===== src/rtl/store_buffer.sv =====
// store_buffer: small write-posting FIFO in front of data memory.
// Stores are queued in a DEPTH-entry FIFO and drained one at a time through a
// two-state request/acknowledge handshake. If a write is not acknowledged within
// TIMEOUT cycles, it is dropped and a sticky error flag is raised.
module store_buffer #(
  parameter int DEPTH   = 4,
  parameter int TIMEOUT = 15
) (
  input  logic        clk,
  input  logic        rst,
  input  logic        st,
  input  logic [15:0] st_addr,
  input  logic [15:0] st_data,
  output logic        st_ready,
  output logic        mem_req,
  output logic        mem_we,
  output logic [15:0] mem_addr,
  output logic [15:0] mem_wdata,
  input  logic        mem_ack,
  input  logic        err_clr,
  output logic        err,
  output logic        busy
);

  localparam int AW = (DEPTH > 1) ? $clog2(DEPTH) : 1;
  localparam int WW = (TIMEOUT > 1) ? $clog2(TIMEOUT + 1) : 1;
  localparam logic [AW:0]   FULL_CNT  = (AW + 1)'(DEPTH);
  localparam logic [WW-1:0] LAST_WAIT = WW'(TIMEOUT - 1);

  typedef enum logic {IDLE, REQ} state_t;

  state_t        state_reg;
  logic [AW-1:0] wr_ptr_reg;
  logic [AW-1:0] rd_ptr_reg;
  logic [AW:0]   count_reg;
  logic [WW-1:0] wait_reg;

  logic [15:0] addr_mem [DEPTH];
  logic [15:0] data_mem [DEPTH];

  logic push;
  logic pop;
  logic timeout_hit;

  // Room is judged from the registered count only, so a pop cannot make room
  // for a push at the same edge.
  assign st_ready    = (count_reg < FULL_CNT);
  assign push        = st & st_ready;
  // An ack arriving on the final wait cycle wins over the timeout.
  assign timeout_hit = (state_reg == REQ) & ~mem_ack & (wait_reg == LAST_WAIT);
  assign pop         = (state_reg == REQ) & (mem_ack | timeout_hit);
  assign busy        = (count_reg != '0) | (state_reg == REQ);

  // Entry storage: written on accepted stores, never reset (pointers define validity).
  always_ff @(posedge clk) begin
    if (push) begin
      addr_mem[wr_ptr_reg] <= st_addr;
      data_mem[wr_ptr_reg] <= st_data;
    end
  end

  // FIFO bookkeeping, error flag and the IDLE/REQ handshake with registered outputs.
  always_ff @(posedge clk or negedge rst) begin
    if (!rst) begin
      state_reg  <= IDLE;
      wr_ptr_reg <= '0;
      rd_ptr_reg <= '0;
      count_reg  <= '0;
      wait_reg   <= '0;
      mem_req    <= 1'b0;
      mem_we     <= 1'b0;
      mem_addr   <= '0;
      mem_wdata  <= '0;
      err        <= 1'b0;
    end else begin
      if (push) begin
        wr_ptr_reg <= wr_ptr_reg + AW'(1);
      end
      if (pop) begin
        rd_ptr_reg <= rd_ptr_reg + AW'(1);
      end

      case ({push, pop})
        2'b10:   count_reg <= count_reg + (AW + 1)'(1);
        2'b01:   count_reg <= count_reg - (AW + 1)'(1);
        default: count_reg <= count_reg;
      endcase

      // A new timeout takes priority over a simultaneous clear request.
      if (timeout_hit) begin
        err <= 1'b1;
      end else if (err_clr) begin
        err <= 1'b0;
      end

      case (state_reg)
        IDLE: begin
          // mem_ack is deliberately ignored here.
          if (count_reg != '0) begin
            state_reg <= REQ;
            mem_req   <= 1'b1;
            mem_we    <= 1'b1;
            mem_addr  <= addr_mem[rd_ptr_reg];
            mem_wdata <= data_mem[rd_ptr_reg];
            wait_reg  <= '0;
          end
        end
        REQ: begin
          if (pop) begin
            state_reg <= IDLE;
            mem_req   <= 1'b0;
            mem_we    <= 1'b0;
            wait_reg  <= '0;
          end else begin
            wait_reg <= wait_reg + WW'(1);
          end
        end
        default: begin
          state_reg <= IDLE;
          mem_req   <= 1'b0;
          mem_we    <= 1'b0;
        end
      endcase
    end
  end

endmodule


===== config.mk =====
export PLATFORM = sky130hd
export DESIGN_NAME = store_buffer
export DESIGN_NICKNAME = d
export VERILOG_FILES = /design/src/rtl/store_buffer.sv
export SDC_FILE = /design/constraint.sdc
export NUM_CORES = 1
export LEC_CHECK = 0
export BUFFER_PORTS_ARGS = -buffer_cell sky130_fd_sc_hd__buf_2
export CORE_ASPECT_RATIO = 1.5
export CORE_MARGIN = 3
export CORE_UTILIZATION = 35
export DETAILED_ROUTE_END_ITERATION = 10
export SYNTH_ARGS = -nofsm -noshare
export SYNTH_HDL_FRONTEND = slang
export SYNTH_SLANG_ARGS = --single-unit
export TNS_END_PERCENT = 1

===== constraint.sdc =====
create_clock -name clk -period 5.7 [get_ports clk]
set_input_delay 0.285 -clock clk [delete_from_list [all_inputs] [get_ports clk]]
set_output_delay 0.285 -clock clk [all_outputs]
set_load 0.02 [all_outputs]

==> results of run 1 <==
## cell families (layout without fill, tap and decap cells)
group           Yosys count  after routing
compound gates           11             11
xor+xnor                  6              6
fa+ha+maj                 8              8
buf+inv                  24            120
flops                   174            174
mux                      65             65
simple gates             22             22
## path summary, 6_finish.rpt
check,from,endpoint,slack (ns),cells past startpoint
max in group asynchronous,rst,rd_ptr_reg[1],4.71,3
worst min-delay path,err_clr,err,0.05,2
worst max-delay path,count_reg[0],mem_wdata[12],3.50,4
worst min register to register,mem_wdata[13],mem_wdata[13],0.50,1
worst max register to register,count_reg[0],mem_wdata[12],3.50,4
min in group asynchronous,rst,mem_wdata[15],0.50,3
## through the flow
stage            util  hold WS [ns]
6_report       0.4215       0.04704
4_1_cts        0.4215       0.03420
5_1_grt        0.4215       0.06150
2_1_floorplan       -      -0.01059
3_3_place_gp   0.3910        0.4484
3_5_place_dp   0.3910        0.4535
## repair_timing
item / 4_1_cts / 5_1_grt
hold buffers: 1 / 0
endpoints found under the hold margin: 6 / 0
resized for setup: 0 / 0
## synth_stat cells
library cell                 n  area, µm²
sky130_fd_sc_hd__edfxtp_1  128       3844
sky130_fd_sc_hd__dfrtp_1    46       1151
sky130_fd_sc_hd__mux2_4     28      420.4
sky130_fd_sc_hd__mux4_2     28      630.6
sky130_fd_sc_hd__inv_1      11      41.29
sky130_fd_sc_hd__ha_1        7      87.58
sky130_fd_sc_hd__nand2_1     5      18.77
sky130_fd_sc_hd__and2_1      4      25.02
sky130_fd_sc_hd__mux2_2      4      45.04
sky130_fd_sc_hd__mux4_1      4      105.1
sky130_fd_sc_hd__o21ai_0     4      20.02
sky130_fd_sc_hd__xnor2_1     4      35.03
sky130_fd_sc_hd__a31oi_1     3      18.77
sky130_fd_sc_hd__buf_12      3      60.06
sky130_fd_sc_hd__buf_2       3      15.01
sky130_fd_sc_hd__buf_6       3      33.78
sky130_fd_sc_hd__nand3_1     3      15.01
sky130_fd_sc_hd__nor2_1      3      11.26
sky130_fd_sc_hd__a21oi_1     2      10.01
sky130_fd_sc_hd__buf_4       2      15.01
sky130_fd_sc_hd__clkbuf_1    2      7.510
sky130_fd_sc_hd__nand2b_1    2      12.51
sky130_fd_sc_hd__nor2b_1     2      12.51
sky130_fd_sc_hd__xor2_1      2      17.52
sky130_fd_sc_hd__a31oi_2     1      12.51
sky130_fd_sc_hd__and3_1      1      6.260
sky130_fd_sc_hd__fa_1        1      20.02
sky130_fd_sc_hd__mux2i_1     1      10.01
sky130_fd_sc_hd__nand3b_1    1      7.510
sky130_fd_sc_hd__nor4_1      1      6.260
sky130_fd_sc_hd__o21a_1      1      7.510
## routing by layer
metal	wire (µm)	vias up	global-route usage	share of wire
met5	7	-	0	0.00057
met4	190	2	0.04640	0.015
met3	497	20	0.03544	0.040
met2	6924	49	0.2284	0.56
met1	4737	1610	0.1337	0.38
li1	-	1381	-	-
## layout make-up
class	instances	area share
clock inverters	12	0.01587
flip-flops and latches	174	0.6340
repair buffers	77	0.05048
well taps	252	0.04000
clock buffers	20	0.05540
inverters	11	0.005238
multi-input cells	112	0.1990
## power by group through the flow
stage	logic (µW)	registers, µW	clock network, µW
finish	1180	1880	1100
global route	1280	1920	1190
CTS	1220	1890	1130
detailed placement	1210	1910	0
global placement	1200	1900	0
floorplan	865	1940	0
==> metrics.md, run 1 <==
| Metric | Value |
|---|---|
| Most frequent standard cell in the layout excluding fill and tap cells | sky130_fd_sc_hd__edfxtp_1 |
| Die area | 20940 µm² |
| Type of the setup path with the least slack | reg2reg |
| Setup WS pre-CTS | 3.453 ns |
| Worst slew margin relative to its limit | 0.3556 |
| CTS sink count | 174 |
| Half-perimeter wire length after placement | 7.326 mm |
| Per-cell routed wire length | 18.78 µm |
| Number of buffers on the longest clock path | 2 |
| Combinational share of power | 0.284 |
| Clock transition at the register clock pins on the worst setup and hold paths after CTS | 0.07 ns |
| Internal power | 2893 µW |
| Part of the Yosys area used for sequential elements | 0.7430 |
| Largest net degree at the start of global routing | 47 |
| Crit-path max cell delay | 0.72 ns |
| Clk_lat worst skew | 0.42 ns |
| Setup repair after global routing missed its margin | no |
| Setup Buffers After CTS | 0 |
| Number of endpoints with negative hold slack in the final report | 0 |
| CTS H-tree depth | 4 |
| Largest vdd supply drop | 0.2011 mV |
| Switching power | 1271 µW |
| Critical path fanouts, max | 17 |
| Capturing element type of the critical path | register |
| Filler Cells Inserted | 1646 |
| Worst min-delay path class | in2reg |
| Layout Area Growth over Synthesis | 17.25% |
| Final GP Congestion | 0.6963 |
| Fmax | 0.4547 GHz |
| Antenna Cells | 0 |
| Drt first pass iters | 4 |
| Post-layout minimum cycle time | 2.199 ns |
| Largest registers ranked by flip-flop count | addr_mem (64), data_mem (64) |
| Worst path arrival time | 2.50 ns |
| Antenna viol nets, final | 0 |
| Post-synthesis share of cell area spent on and, or, nand and nor gates | 0.01712 |
| WP buf/inv | 2 |
| Global route overflow | 0 |
| Post-Route Setup TNS | 0 ns |
| Area taken by multi-input logic gates | 1569 µm² |
| Synth Area in Adders | 0.01601 |
| Synthesized-area fraction occupied by ao, oa, aoi and oai cells | 0.01024 |
| Cell area after technology mapping | 6723 µm² |
| Count of non-filler cells in the finished layout | 658 |
| Sequential standard cell area | 4997 µm² |
| Final critical-path share of the clock period | 0.3858 |
| Slew Viols, Final | 0 |
| IO buf count | 73 |
| Final cell area excluding filler cells | 7883 µm² |
| DRC marker count from the first detailed-route iteration | 138 |
| Outcome | completed |
| Final critical-path setup slack | 3.501 ns |
| DRT Wirelength | 12.36 mm |
| # DRC | 0 |
| Final setup violation count | 0 |
| Critical path startpoint category | register |
| Clock share of power | 0.265 |
| TritonCTS buffer count | 17 |
| Per-cell via count in the routed design | 4.653 |
| Mux cell area share after synthesis | 0.1802 |
| Number of top-level pins | 74 |
| Max-capacitance violation count | 0 |
| Area post-placement | 7311 µm² |
| Fin Clk Skew | 0.01148 ns |
| CTS tree | built |
| Initial antenna violation count | 1 |
| Instance count of the mapped netlist | 310 |
| Via count of the first global-routing pass | 3426 |
| Via count of the routed design | 3062 |
| Global-route wire length before repair | 19.33 mm |
| Ordered list of cells on the worst path | inv_1 > a31oi_4 > buf_4 > mux2_2 |
| Synth cell types | 31 |
| Post-synthesis average cell area | 21.69 µm² |
| Floorplan row count | 61 |
| Width of the chip | 119.2 µm |
| Effective utilization at floorplan | 0.3595 |
| Xor and xnor area share after synthesis | 0.007817 |
| Placed Cells | 625 |
| Commonest cells after routing, fill and taps aside | sky130_fd_sc_hd__edfxtp_1, sky130_fd_sc_hd__buf_2, sky130_fd_sc_hd__dfrtp_1, sky130_fd_sc_hd__mux4_2, sky130_fd_sc_hd__mux2_4 |
| Master of the slowest instance on the critical path | sky130_fd_sc_hd__a31oi_4 |
| Part of the power in registers | 0.451 |
| Core box area | 18700 µm² |
| CP top delay family | compound AO/OA/AOI/OAI gates |
| Pwr/cell area | 528.3 nW/µm² |
| Fraction of final layout cells with drive strength greater than 1 | 0.4236 |
| Slew at the pin closest to its max-slew limit | 0.9665 ns |
| Number of synthesis warnings | 0 |
| Combinational family with the most area after synthesis | multiplexers |
| Post-Syn Nets | 355 |
| Synth Register Bits | 174 |
| Switching power share of the total | 0.3052 |
| All-layer global routing usage | 0.1240 |
| Cell chosen for the clock root | sky130_fd_sc_hd__clkbuf_16 |
| Final #Nets | 438 |
| Sum of internal, switching and leakage power | 4164 µW |
| Leakage power of the design | 0.002932 µW |
| Required time of the critical path | 6.00 ns |
| Die span in y | 175.7 µm |
Note: power is estimated with default switching activity, not from simulation.
==> run 2: changes to the inputs <==
clock period = 1.9 ns   (was 5.7 ns; I/O delays follow)
==> run 2 against run 1 <==
  * The run now ends with setup timing left
  * Critical path depth grew 7
  * Flip-flop and latch count is the same
  * Via count grew 8.4%
  * Fmax grew 13%
  * Power grew to 3.1 times the previous value
  * Clock-buffer cell count shrank 2
  * Critical path type unchanged
  * Highest routed layer is now met4
==> metrics.md, run 2 (synthesis results as in run 1) <==
| Metric | Value |
|---|---|
| Capturing element type of the critical path | register (unchanged) |
| Clock transition at the register clock pins on the worst setup and hold paths after CTS | 0.07 ns (about the same) |
| Required time of the critical path | 2.23 ns (was 6.00 ns) |
| Number of top-level pins | 74 (unchanged) |
| Floorplan row count | 61 (unchanged) |
| Die area | 20940 µm² (unchanged) |
| Leakage power of the design | 0.003217 µW (was 0.002932 µW) |
| Die span in y | 175.7 µm (unchanged) |
| Number of buffers on the longest clock path | 2 (unchanged) |
| CTS sink count | 174 (unchanged) |
| Largest registers ranked by flip-flop count | addr_mem (64), data_mem (64) (unchanged) |
| Crit-path max cell delay | 0.38 ns (was 0.72 ns) |
| Worst slew margin relative to its limit | 0.5190 (was 0.3556) |
| Per-cell via count in the routed design | 4.667 (was 4.653) |
| Width of the chip | 119.2 µm (unchanged) |
| Worst min-delay path class | in2reg (unchanged) |
| Fmax | 0.5131 GHz (was 0.4547 GHz) |
| Pwr/cell area | 1521 nW/µm² (was 528.3 nW/µm²) |
| Sum of internal, switching and leakage power | 12970 µW (was 4164 µW) |
| Number of endpoints with negative hold slack in the final report | 0 (unchanged) |
| Largest net degree at the start of global routing | 29 (was 47) |
| Outcome | finished, violations left (was completed) |
| CTS tree | built (unchanged) |
| Part of the power in registers | 0.420 (was 0.451) |
| DRT Wirelength | 12.70 mm (was 12.36 mm) |
| Largest vdd supply drop | 0.6890 mV (was 0.2011 mV) |
| Post-layout minimum cycle time | 1.949 ns (was 2.199 ns) |
| Combinational share of power | 0.319 (was 0.284) |
| Effective utilization at floorplan | 0.3595 (unchanged) |
| Cell mode on critical path | sky130_fd_sc_hd__inv_1 |
| Critical path fanouts, max | 2 (was 17) |
| Clk_lat worst skew | 0.41 ns (was 0.42 ns) |
| Internal power | 9018 µW (was 2893 µW) |
| Slew at the pin closest to its max-slew limit | 0.7215 ns (was 0.9665 ns) |
| Master of the slowest instance on the critical path | sky130_fd_sc_hd__dfrtp_1 (was sky130_fd_sc_hd__a31oi_4) |
| Final setup violation count | 1 (was 0) |
| Final critical-path share of the clock period | 1.026 (was 0.3858) |
| All-layer global routing usage | 0.1253 (was 0.1240) |
| CTS H-tree depth | 4 (unchanged) |
| Commonest cells after routing, fill and taps aside | sky130_fd_sc_hd__edfxtp_1, sky130_fd_sc_hd__buf_2, sky130_fd_sc_hd__dfrtp_1, sky130_fd_sc_hd__dlygate4sd3_1 (was sky130_fd_sc_hd__edfxtp_1, sky130_fd_sc_hd__buf_2, sky130_fd_sc_hd__dfrtp_1, sky130_fd_sc_hd__mux4_2, sky130_fd_sc_hd__mux2_4) |
| Type of the setup path with the least slack | reg2reg (unchanged) |
| DRC marker count from the first detailed-route iteration | 134 (was 138) |
| Final critical-path setup slack | -0.04887 ns (was 3.501 ns) |
| Global-route wire length before repair | 19.91 mm (was 19.33 mm) |
| Max-capacitance violation count | 0 (unchanged) |
| Antenna Cells | 0 (unchanged) |
| Half-perimeter wire length after placement | 8.044 mm (was 7.326 mm) |
| # DRC | 0 (unchanged) |
| Switching power | 3950 µW (was 1271 µW) |
| Fin Clk Skew | 0.007236 ns (was 0.01148 ns) |
| IO buf count | 73 (unchanged) |
| Layout Area Growth over Synthesis | 26.82% (was 17.25%) |
| Cell chosen for the clock root | sky130_fd_sc_hd__clkbuf_16 (unchanged) |
| Ordered list of cells on the worst path | inv_1 > ha_2 > a31oi_2 > nand2b_4 > inv_4 > ha_4 > inv_1 > fa_2 > xor2_1 > nor2_1 > xnor2_1 (was inv_1 > a31oi_4 > buf_4 > mux2_2) |
| Critical path startpoint category | register (unchanged) |
| TritonCTS buffer count | 17 (unchanged) |
| Drt first pass iters | 4 (unchanged) |
| Final #Nets | 491 (was 438) |
| Final cell area excluding filler cells | 8526 µm² (was 7883 µm²) |
| Via count of the first global-routing pass | 3652 (was 3426) |
| Global route overflow | 0 (unchanged) |
| Area post-placement | 7571 µm² (was 7311 µm²) |
| Per-cell routed wire length | 17.87 µm (was 18.78 µm) |
| Antenna viol nets, final | 0 (unchanged) |
| Violations in the final reports | setup timing |
| Fraction of final layout cells with drive strength greater than 1 | 0.4379 (was 0.4236) |
| Via count of the routed design | 3318 (was 3062) |
| Core box area | 18700 µm² (unchanged) |
| Setup repair after global routing missed its margin | yes (was no) |
| Switching power share of the total | 0.3046 (was 0.3052) |
| Initial antenna violation count | 0 (was 1) |
| Final GP Congestion | 0.6769 (was 0.6963) |
| Most frequent standard cell in the layout excluding fill and tap cells | sky130_fd_sc_hd__edfxtp_1 (unchanged) |
| Clock share of power | 0.261 (was 0.265) |
| Slew Viols, Final | 0 (unchanged) |
| Worst path arrival time | 2.28 ns (was 2.50 ns) |
## run 2: critical path, delay by kind of cell, from the launching register on
family,cells,cell delay [ns]
AND/OR/NAND/NOR,2,0.29
flip-flops,1,0.38
adder cells (fa/ha/maj),3,0.64
buffers and inverters,3,0.18
XOR/XNOR,2,0.28
AO/OA/AOI/OAI,1,0.11
## run 2: power by group through the flow
| stage | sequential, µW | combinational, µW | clock [µW] |
|---|---|---|---|
| 2_1_floorplan | 5810 | 2620 | 0 |
| 3_3_place_gp | 5490 | 4090 | 0 |
| 3_5_place_dp | 5520 | 4160 | 0 |
| 4_1_cts | 5460 | 4230 | 3480 |
| 5_1_grt | 5540 | 4440 | 3630 |
| 6_report | 5450 | 4130 | 3380 |
## run 2: worst paths after layout
check                      slack [ns]       endpoint  cells after the start     startpoint
min in group asynchronous        0.27   mem_addr[15]                      2            rst
max                             -0.05   count_reg[2]                     11    wait_reg[0]
max in group asynchronous        0.99  mem_wdata[11]                      3            rst
min                              0.09            err                      4        mem_ack
max reg2reg                     -0.05   count_reg[2]                     11    wait_reg[0]
min reg2reg                      0.50  mem_wdata[12]                      1  mem_wdata[12]
## run 2: layout make-up
class	count	area, µm²
Sequential cell	174	4997
Timing Repair Buffer	130	978.4
Multi-Input combinational cell	112	1607
Tap cell	252	315.3
Fill cell	1642	10170
Clock buffer	18	429.2
Clock inverter	14	155.1
Inverter	11	43.79
## run 2: repair_timing
action	in CTS	in global routing
endpoints found under the hold margin	154	0
resized for setup	1	2
pin swaps	1	2
setup buffers	0	2
gates cloned	0	0
hold buffers	34	0
setup endpoints to repair	2	3
## run 2: layer usage
layer / up-vias / wire length, µm / global-route usage
met1: 1743 / 5022 / 0.1445
li1: 1493 / - / -
met3: 15 / 342 / 0.02481
met2: 67 / 7122 / 0.2295
met4: 0 / 216 / 0.04447
met5: - / 0 / 0
## run 2: through the flow
stage / TNS, ns / setup WS, ns / instances / util / hold WS, ns
2_1_floorplan: -1.752 / -0.01369 / 310 / - / -0.2006
3_3_place_gp: 0 / 0.01584 / 643 / 0.4049 / 0.1956
3_5_place_dp: -0.01965 / -0.01965 / 643 / 0.4049 / 0.1969
4_1_cts: -0.03378 / -0.03378 / 709 / 0.4547 / 0.07586
5_1_grt: -0.2380 / -0.1140 / 711 / 0.4559 / 0.1268
6_report: -0.04887 / -0.04887 / 711 / 0.4559 / 0.08855
